==> config.mk <==
export PLATFORM = sky130hd
export DESIGN_NAME = vga_control
export DESIGN_NICKNAME = d
export VERILOG_FILES = /design/src/rtl/vga_control.sv
export SDC_FILE = /design/constraint.sdc
export NUM_CORES = 1
export LEC_CHECK = 0
export CAP_MARGIN = 20
export CORE_ASPECT_RATIO = 0.8
export CORE_MARGIN = 10
export CORE_UTILIZATION = 50
export DETAILED_ROUTE_END_ITERATION = 6
export PLACE_DENSITY = 0.69
export SLEW_MARGIN = 25
export SYNTH_ARGS = -nofsm -noshare
export SYNTH_HDL_FRONTEND = slang
export SYNTH_SLANG_ARGS = --single-unit
==> constraint.sdc <==
create_clock -name Clk -period 5.6 [get_ports Clk]
set_input_delay 1.12 -clock Clk [delete_from_list [all_inputs] [get_ports Clk]]
set_output_delay 1.12 -clock Clk [all_outputs]
set_load 0.01 [all_outputs]
==> src/rtl/vga_control.sv <==
// VGA timing and pixel-output controller: free-running h/v counters, active-low syncs,
// gated RGB output and a double-buffered timing register file loaded at the frame wrap.
module vga_control #(
    parameter int unsigned CONFIG_WIDTH      = 10,
    parameter int unsigned DATA_WIDTH        = 12,
    parameter int unsigned COLOR_WIDTH       = 4,
    parameter int unsigned H_Left_Margin_RD  = 1,
    parameter int unsigned V_Left_Margin_RD  = 2,
    parameter int unsigned H_Right_Margin_RD = 7,
    parameter int unsigned V_Right_Margin_RD = 8,
    parameter int unsigned H_Sync_Pulse_RD   = 1,
    parameter int unsigned V_Sync_Pulse_RD   = 0,
    parameter int unsigned H_Count_Max_RD    = 10,
    parameter int unsigned V_Count_Max_RD    = 12
) (
    input  logic                    Clk,
    input  logic                    rst_n,
    input  logic                    C_valid,
    input  logic [CONFIG_WIDTH-1:0] C_addr,
    input  logic [CONFIG_WIDTH-1:0] C_data,
    input  logic [DATA_WIDTH-1:0]   Data_in,
    output logic                    C_rdy,
    output logic                    HSync,
    output logic                    VSync,
    output logic [COLOR_WIDTH-1:0]  Red,
    output logic [COLOR_WIDTH-1:0]  Green,
    output logic [COLOR_WIDTH-1:0]  Blue
);

    localparam logic [2:0] RegHLeft  = 3'd0;
    localparam logic [2:0] RegVLeft  = 3'd1;
    localparam logic [2:0] RegHRight = 3'd2;
    localparam logic [2:0] RegVRight = 3'd3;
    localparam logic [2:0] RegHSync  = 3'd4;
    localparam logic [2:0] RegVSync  = 3'd5;
    localparam logic [2:0] RegHMax   = 3'd6;
    localparam logic [2:0] RegVMax   = 3'd7;

    localparam logic [CONFIG_WIDTH-1:0] NumRegs = CONFIG_WIDTH'(8);
    localparam logic [CONFIG_WIDTH-1:0] One     = CONFIG_WIDTH'(1);

    localparam logic [CONFIG_WIDTH-1:0] ResetVals [8] = '{
        CONFIG_WIDTH'(H_Left_Margin_RD),
        CONFIG_WIDTH'(V_Left_Margin_RD),
        CONFIG_WIDTH'(H_Right_Margin_RD),
        CONFIG_WIDTH'(V_Right_Margin_RD),
        CONFIG_WIDTH'(H_Sync_Pulse_RD),
        CONFIG_WIDTH'(V_Sync_Pulse_RD),
        CONFIG_WIDTH'(H_Count_Max_RD),
        CONFIG_WIDTH'(V_Count_Max_RD)
    };

    logic [CONFIG_WIDTH-1:0] pend_q [8];
    logic [CONFIG_WIDTH-1:0] pend_d [8];
    logic [CONFIG_WIDTH-1:0] act_q  [8];
    logic [CONFIG_WIDTH-1:0] act_d  [8];

    logic [CONFIG_WIDTH-1:0] h_q, h_d;
    logic [CONFIG_WIDTH-1:0] v_q, v_d;
    logic                    rdy_q, rdy_d;
    logic                    hsync_q, hsync_d;
    logic                    vsync_q, vsync_d;
    logic [COLOR_WIDTH-1:0]  red_q, red_d;
    logic [COLOR_WIDTH-1:0]  green_q, green_d;
    logic [COLOR_WIDTH-1:0]  blue_q, blue_d;

    logic accept;
    logic h_wrap;
    logic v_wrap;
    logic frame_wrap;
    logic visible;

    always_comb begin
        accept = C_valid && rdy_q;
        rdy_d  = ~accept;

        pend_d = pend_q;
        if (accept && (C_addr < NumRegs)) begin
            pend_d[C_addr[2:0]] = C_data;
        end

        // >= rather than == so a shrunk maximum can never strand the counters.
        h_wrap     = h_q >= act_q[RegHMax];
        v_wrap     = v_q >= act_q[RegVMax];
        frame_wrap = h_wrap && v_wrap;

        // Using pend_d lets a write accepted on the wrap cycle join this copy.
        act_d = frame_wrap ? pend_d : act_q;

        h_d = h_wrap ? '0 : h_q + One;
        v_d = v_q;
        if (h_wrap) begin
            v_d = v_wrap ? '0 : v_q + One;
        end

        hsync_d = ~(h_q < act_q[RegHSync]);
        vsync_d = ~(v_q < act_q[RegVSync]);

        visible = (h_q >= act_q[RegHLeft]) && (h_q < act_q[RegHRight]) &&
                  (v_q >= act_q[RegVLeft]) && (v_q < act_q[RegVRight]);

        red_d   = '0;
        green_d = '0;
        blue_d  = '0;
        if (visible) begin
            red_d   = Data_in[3*COLOR_WIDTH-1 -: COLOR_WIDTH];
            green_d = Data_in[2*COLOR_WIDTH-1 -: COLOR_WIDTH];
            blue_d  = Data_in[COLOR_WIDTH-1 -: COLOR_WIDTH];
        end
    end

    // rst_n is an active-high synchronous reset despite its name.
    always_ff @(posedge Clk) begin
        if (rst_n) begin
            h_q     <= '0;
            v_q     <= '0;
            pend_q  <= ResetVals;
            act_q   <= ResetVals;
            rdy_q   <= 1'b0;
            hsync_q <= 1'b1;
            vsync_q <= 1'b1;
            red_q   <= '0;
            green_q <= '0;
            blue_q  <= '0;
        end else begin
            h_q     <= h_d;
            v_q     <= v_d;
            pend_q  <= pend_d;
            act_q   <= act_d;
            rdy_q   <= rdy_d;
            hsync_q <= hsync_d;
            vsync_q <= vsync_d;
            red_q   <= red_d;
            green_q <= green_d;
            blue_q  <= blue_d;
        end
    end

    assign C_rdy = rdy_q;
    assign HSync = hsync_q;
    assign VSync = vsync_q;
    assign Red   = red_q;
    assign Green = green_q;
    assign Blue  = blue_q;

endmodule

==> impl_metrics.json <==
{
  "syn_nets": 1081,
  "timing.rr.end": "act_q[35]",
  "dr_total_vias": 6657,
  "asyncSetResetFlopFracSynth_pct": 0,
  "synth_top_family_by_area": "simple AND/OR/NAND/NOR gates",
  "grt_start_max_net_pins": 135,
  "fin_tns_setup_ps": 0,
  "io_buffer_count": 49,
  "first_global_vias": 6253,
  "synth_most_common_cell": "dfxtp_1",
  "post_cts_resize_count": 0,
  "worstSetupEndpointType": "flop",
  "synth-compound-area-share_pct": 12.8,
  "yosys_warnings": 0,
  "wire_length_of_the_first_global_routing_pass_um": 33300,
  "max-slew-margin-rel_pct": 35.9,
  "grt.total_usage_pct": 17.4,
  "core_region_area_um2": 17600,
  "drt-pass1-iter-count": 5,
  "p_leak_nw": 3.86,
  "min_to": "pend_q[61]",
  "hpwlAfterDp_um": 13600,
  "num-nets-final": 1092,
  "synth_largest_area_cell": "dfxtp_1",
  "cts_made_buffers": 17,
  "critPathArrivalTime_ps": 3390,
  "worst_setup_path_start_kind": "primary input",
  "violation_count_after_the_first_detailed_routing_iteration": 474,
  "remaining_drc_errors": 0,
  "worst_setup_path_type": "in2reg",
  "cap_viol_max_count": 0,
  "worstReg2RegStart": "h_q[0]",
  "hold_path_class": "reg2reg",
  "cts_tree": "done",
  "synth_common_cells": "195 x dfxtp_1, 106 x nor2_1, 79 x inv_1",
  "cts_htree_levels": 4,
  "maxSlewViolCount": 0,
  "yosys-mux-area-fraction_pct": 8.06,
  "gpl.final_weighted_congestion": 0.820,
  "ant_nets": 0,
  "synth-adder-area-share_pct": 10.8,
  "clk_path_buf_depth": 2,
  "unrepaired_setup_endpoints_after_global_routing": "no",
  "clk_latency_ps": 430,
  "finalCoreUtilization_pct": 58.6,
  "tritoncts_num_sinks": 195,
  "syn_to_final_growth_pct": 13.6,
  "antenna_violations_before_repair": 1,
  "synth_xor_xnor_area_share_pct": 0.966,
  "globalRouteOverflowTotal": 0,
  "power_density_nw_per_um2": 269,
  "die_x_um": 171,
  "detail_route.wirelength_um": 20500,
  "rows": 43,
  "synth_top_area_share_pct": 43.0,
  "synth_seq_area_share_pct": 43.0,
  "vdd_ir_drop_max_uv": 164,
  "hp-start": "pend_q[61]",
  "design_power_total_mw": 2.78,
  "postCtsSetupRepairBufs": 0,
  "drive_gt1_share_pct": 5.45,
  "min_delay_path_depth": 1,
  "path_max_fanout": 10,
  "syn-cell-area_um2": 9070,
  "synth-edff-count": 0,
  "yosys.area_share.simple_pct": 17.9,
  "clk_transition_reported_paths_ps": 60,
  "cts.root.buffer_cell": "clkbuf_16",
  "detail_route.wl_per_cell_um": 16.9,
  "viasPerCell": 5.47,
  "dominant_register_cell_in_the_synthesized_netlist": "dfxtp_1",
  "ys_seq_elements": 195,
  "worst-endpoint-required_ps": 5890,
  "die_h_um": 140,
  "die_area_um2": 24000,
  "worst_clock_skew_ps": 8.91,
  "final.min_clock_period_ps": 3100,
  "r2r_setup_slack_ps": 2540,
  "clock.fmax_mhz": 323,
  "worst-r2r-cell-count": 9,
  "num_io_pins": 50,
  "tightest_slew_ps": 958,
  "outcome": "completed",
  "synthTopCellsByArea": "dfxtp_1 43%, ha_1 11%, mux2i_1 8.1%, o31ai_1 6.0%, nand3b_1 5.7%",
  "syn_avg_cell_area_um2": 9.37,
  "final_critical_path_share_of_the_clock_period_pct": 55.3,
  "hold_violations": 0,
  "setup_viol": 0,
  "floorplan.initialDensity_pct": 51.5,
  "synthDistinctLibCells": 44,
  "cts_hold_repair.buffers": 0,
  "postSynthCellCount": 968,
  "insertedDiodeCount": 0
}
==> stage by stage <==
step / instance area (um^2) / setup slack [ps] / cells / hold WS [ps]
final: 10300 / 2500 / 1216 / 468
after global routing: 10300 / 2340 / 1216 / 498
after CTS: 10300 / 2340 / 1216 / 466
after detailed placement: 9680 / 1880 / 1185 / 451
after global placement: 9680 / 1950 / 1185 / 447
after floorplan: 9070 / 2920 / 968 / 434
==> how the worst max path moves through the flow <==
stage,from,endpoint,slack [ps],depth (start not counted)
3_3_place_gp,C_addr[9],act_q[30],1950,7
6_report,C_addr[9],act_q[70],2500,7
2_1_floorplan,C_addr[9],act_q[61],2920,6
5_1_grt,h_q[0],act_q[18],2340,9
3_5_place_dp,C_addr[9],act_q[30],1880,7
4_1_cts,C_addr[9],act_q[30],2340,7
==> worst max-delay path, stage by stage <==
cell and delay [ps]:
clkdlybuf4s50_1 440, nor4_4 390, nand4_1 790, mux2i_1 380, nand2b_1 100, nor2_1 100
a21oi_1 50
==> flip-flops by register name, summed over array words and instances (netlist names) <==
signal,count
Red,4
VSync,1
act_q,80
C_rdy,1
pend_q,80
HSync,1
h_q,10
v_q,10
Blue,4
Green,4
==> cell families (layout without fill, tap and decap cells) <==
kind of cell	after synthesis	after routing
simple gates	298	298
flops	195	195
compound gates	167	167
buf+inv	147	170
fa+ha+maj	78	78
mux	73	73
xor+xnor	10	10
==> power breakdown <==
part | leakage [nW] | switching, mW | internal [mW]
Sequential | 1.57 | 0.00546 | 1.39
Clock | 0.289 | 0.507 | 0.750
Combinational | 2.00 | 0.0719 | 0.0519
Total | 3.86 | 0.584 | 2.19
==> routing by layer <==
| layer | share of wire, % | GRT usage (%) | wire (um) | vias to the layer above |
|---|---|---|---|---|
| li1 | - | - | - | 3407 |
| met1 | 53 | 25.7 | 10900 | 3133 |
| met2 | 43 | 24.8 | 8740 | 102 |
| met3 | 3.6 | 3.96 | 731 | 15 |
| met4 | 0.88 | 4.19 | 180 | 0 |
| met5 | 0 | 0 | 0 | - |
==> area by class of cell <==
| class | instances | area, um^2 |
|---|---|---|
| fill | 1557 | 7290 |
| timing repair buffer | 60 | 587 |
| sequential | 195 | 3900 |
| multi-input combinational | 626 | 4620 |
| clock buffer | 24 | 492 |
| inverter | 79 | 297 |
| tap | 225 | 282 |
| clock inverter | 7 | 121 |
==> layout by cell type, fill, tap and decap left out, types with 3 or more instances in the layout <==
cell and instances:
dfxtp_1 195, nor2_1 106, inv_1 79, ha_1 78
mux2i_1 73, o31ai_1 72, nand3b_1 69, clkdlybuf4s50_1 48
nand2_1 29, nand3_1 26, a21oi_1 24, o21ai_0 24
clkbuf_16 17, nand2b_1 15, nor4_1 13, o21a_1 12
buf_4 10, a211oi_1 8, nor2b_1 8, a211o_1 8
a21o_1 7, or3_1 6, xnor2_1 5, nand4_1 5
xor2_1 5, clkbuf_8 4, a31o_2 3, and4_1 3
a221oi_1 3, bufinv_16 3, clkbuf_1 3, clkinvlp_4 3
No activity file was read; power rests on OpenSTA's default activity.
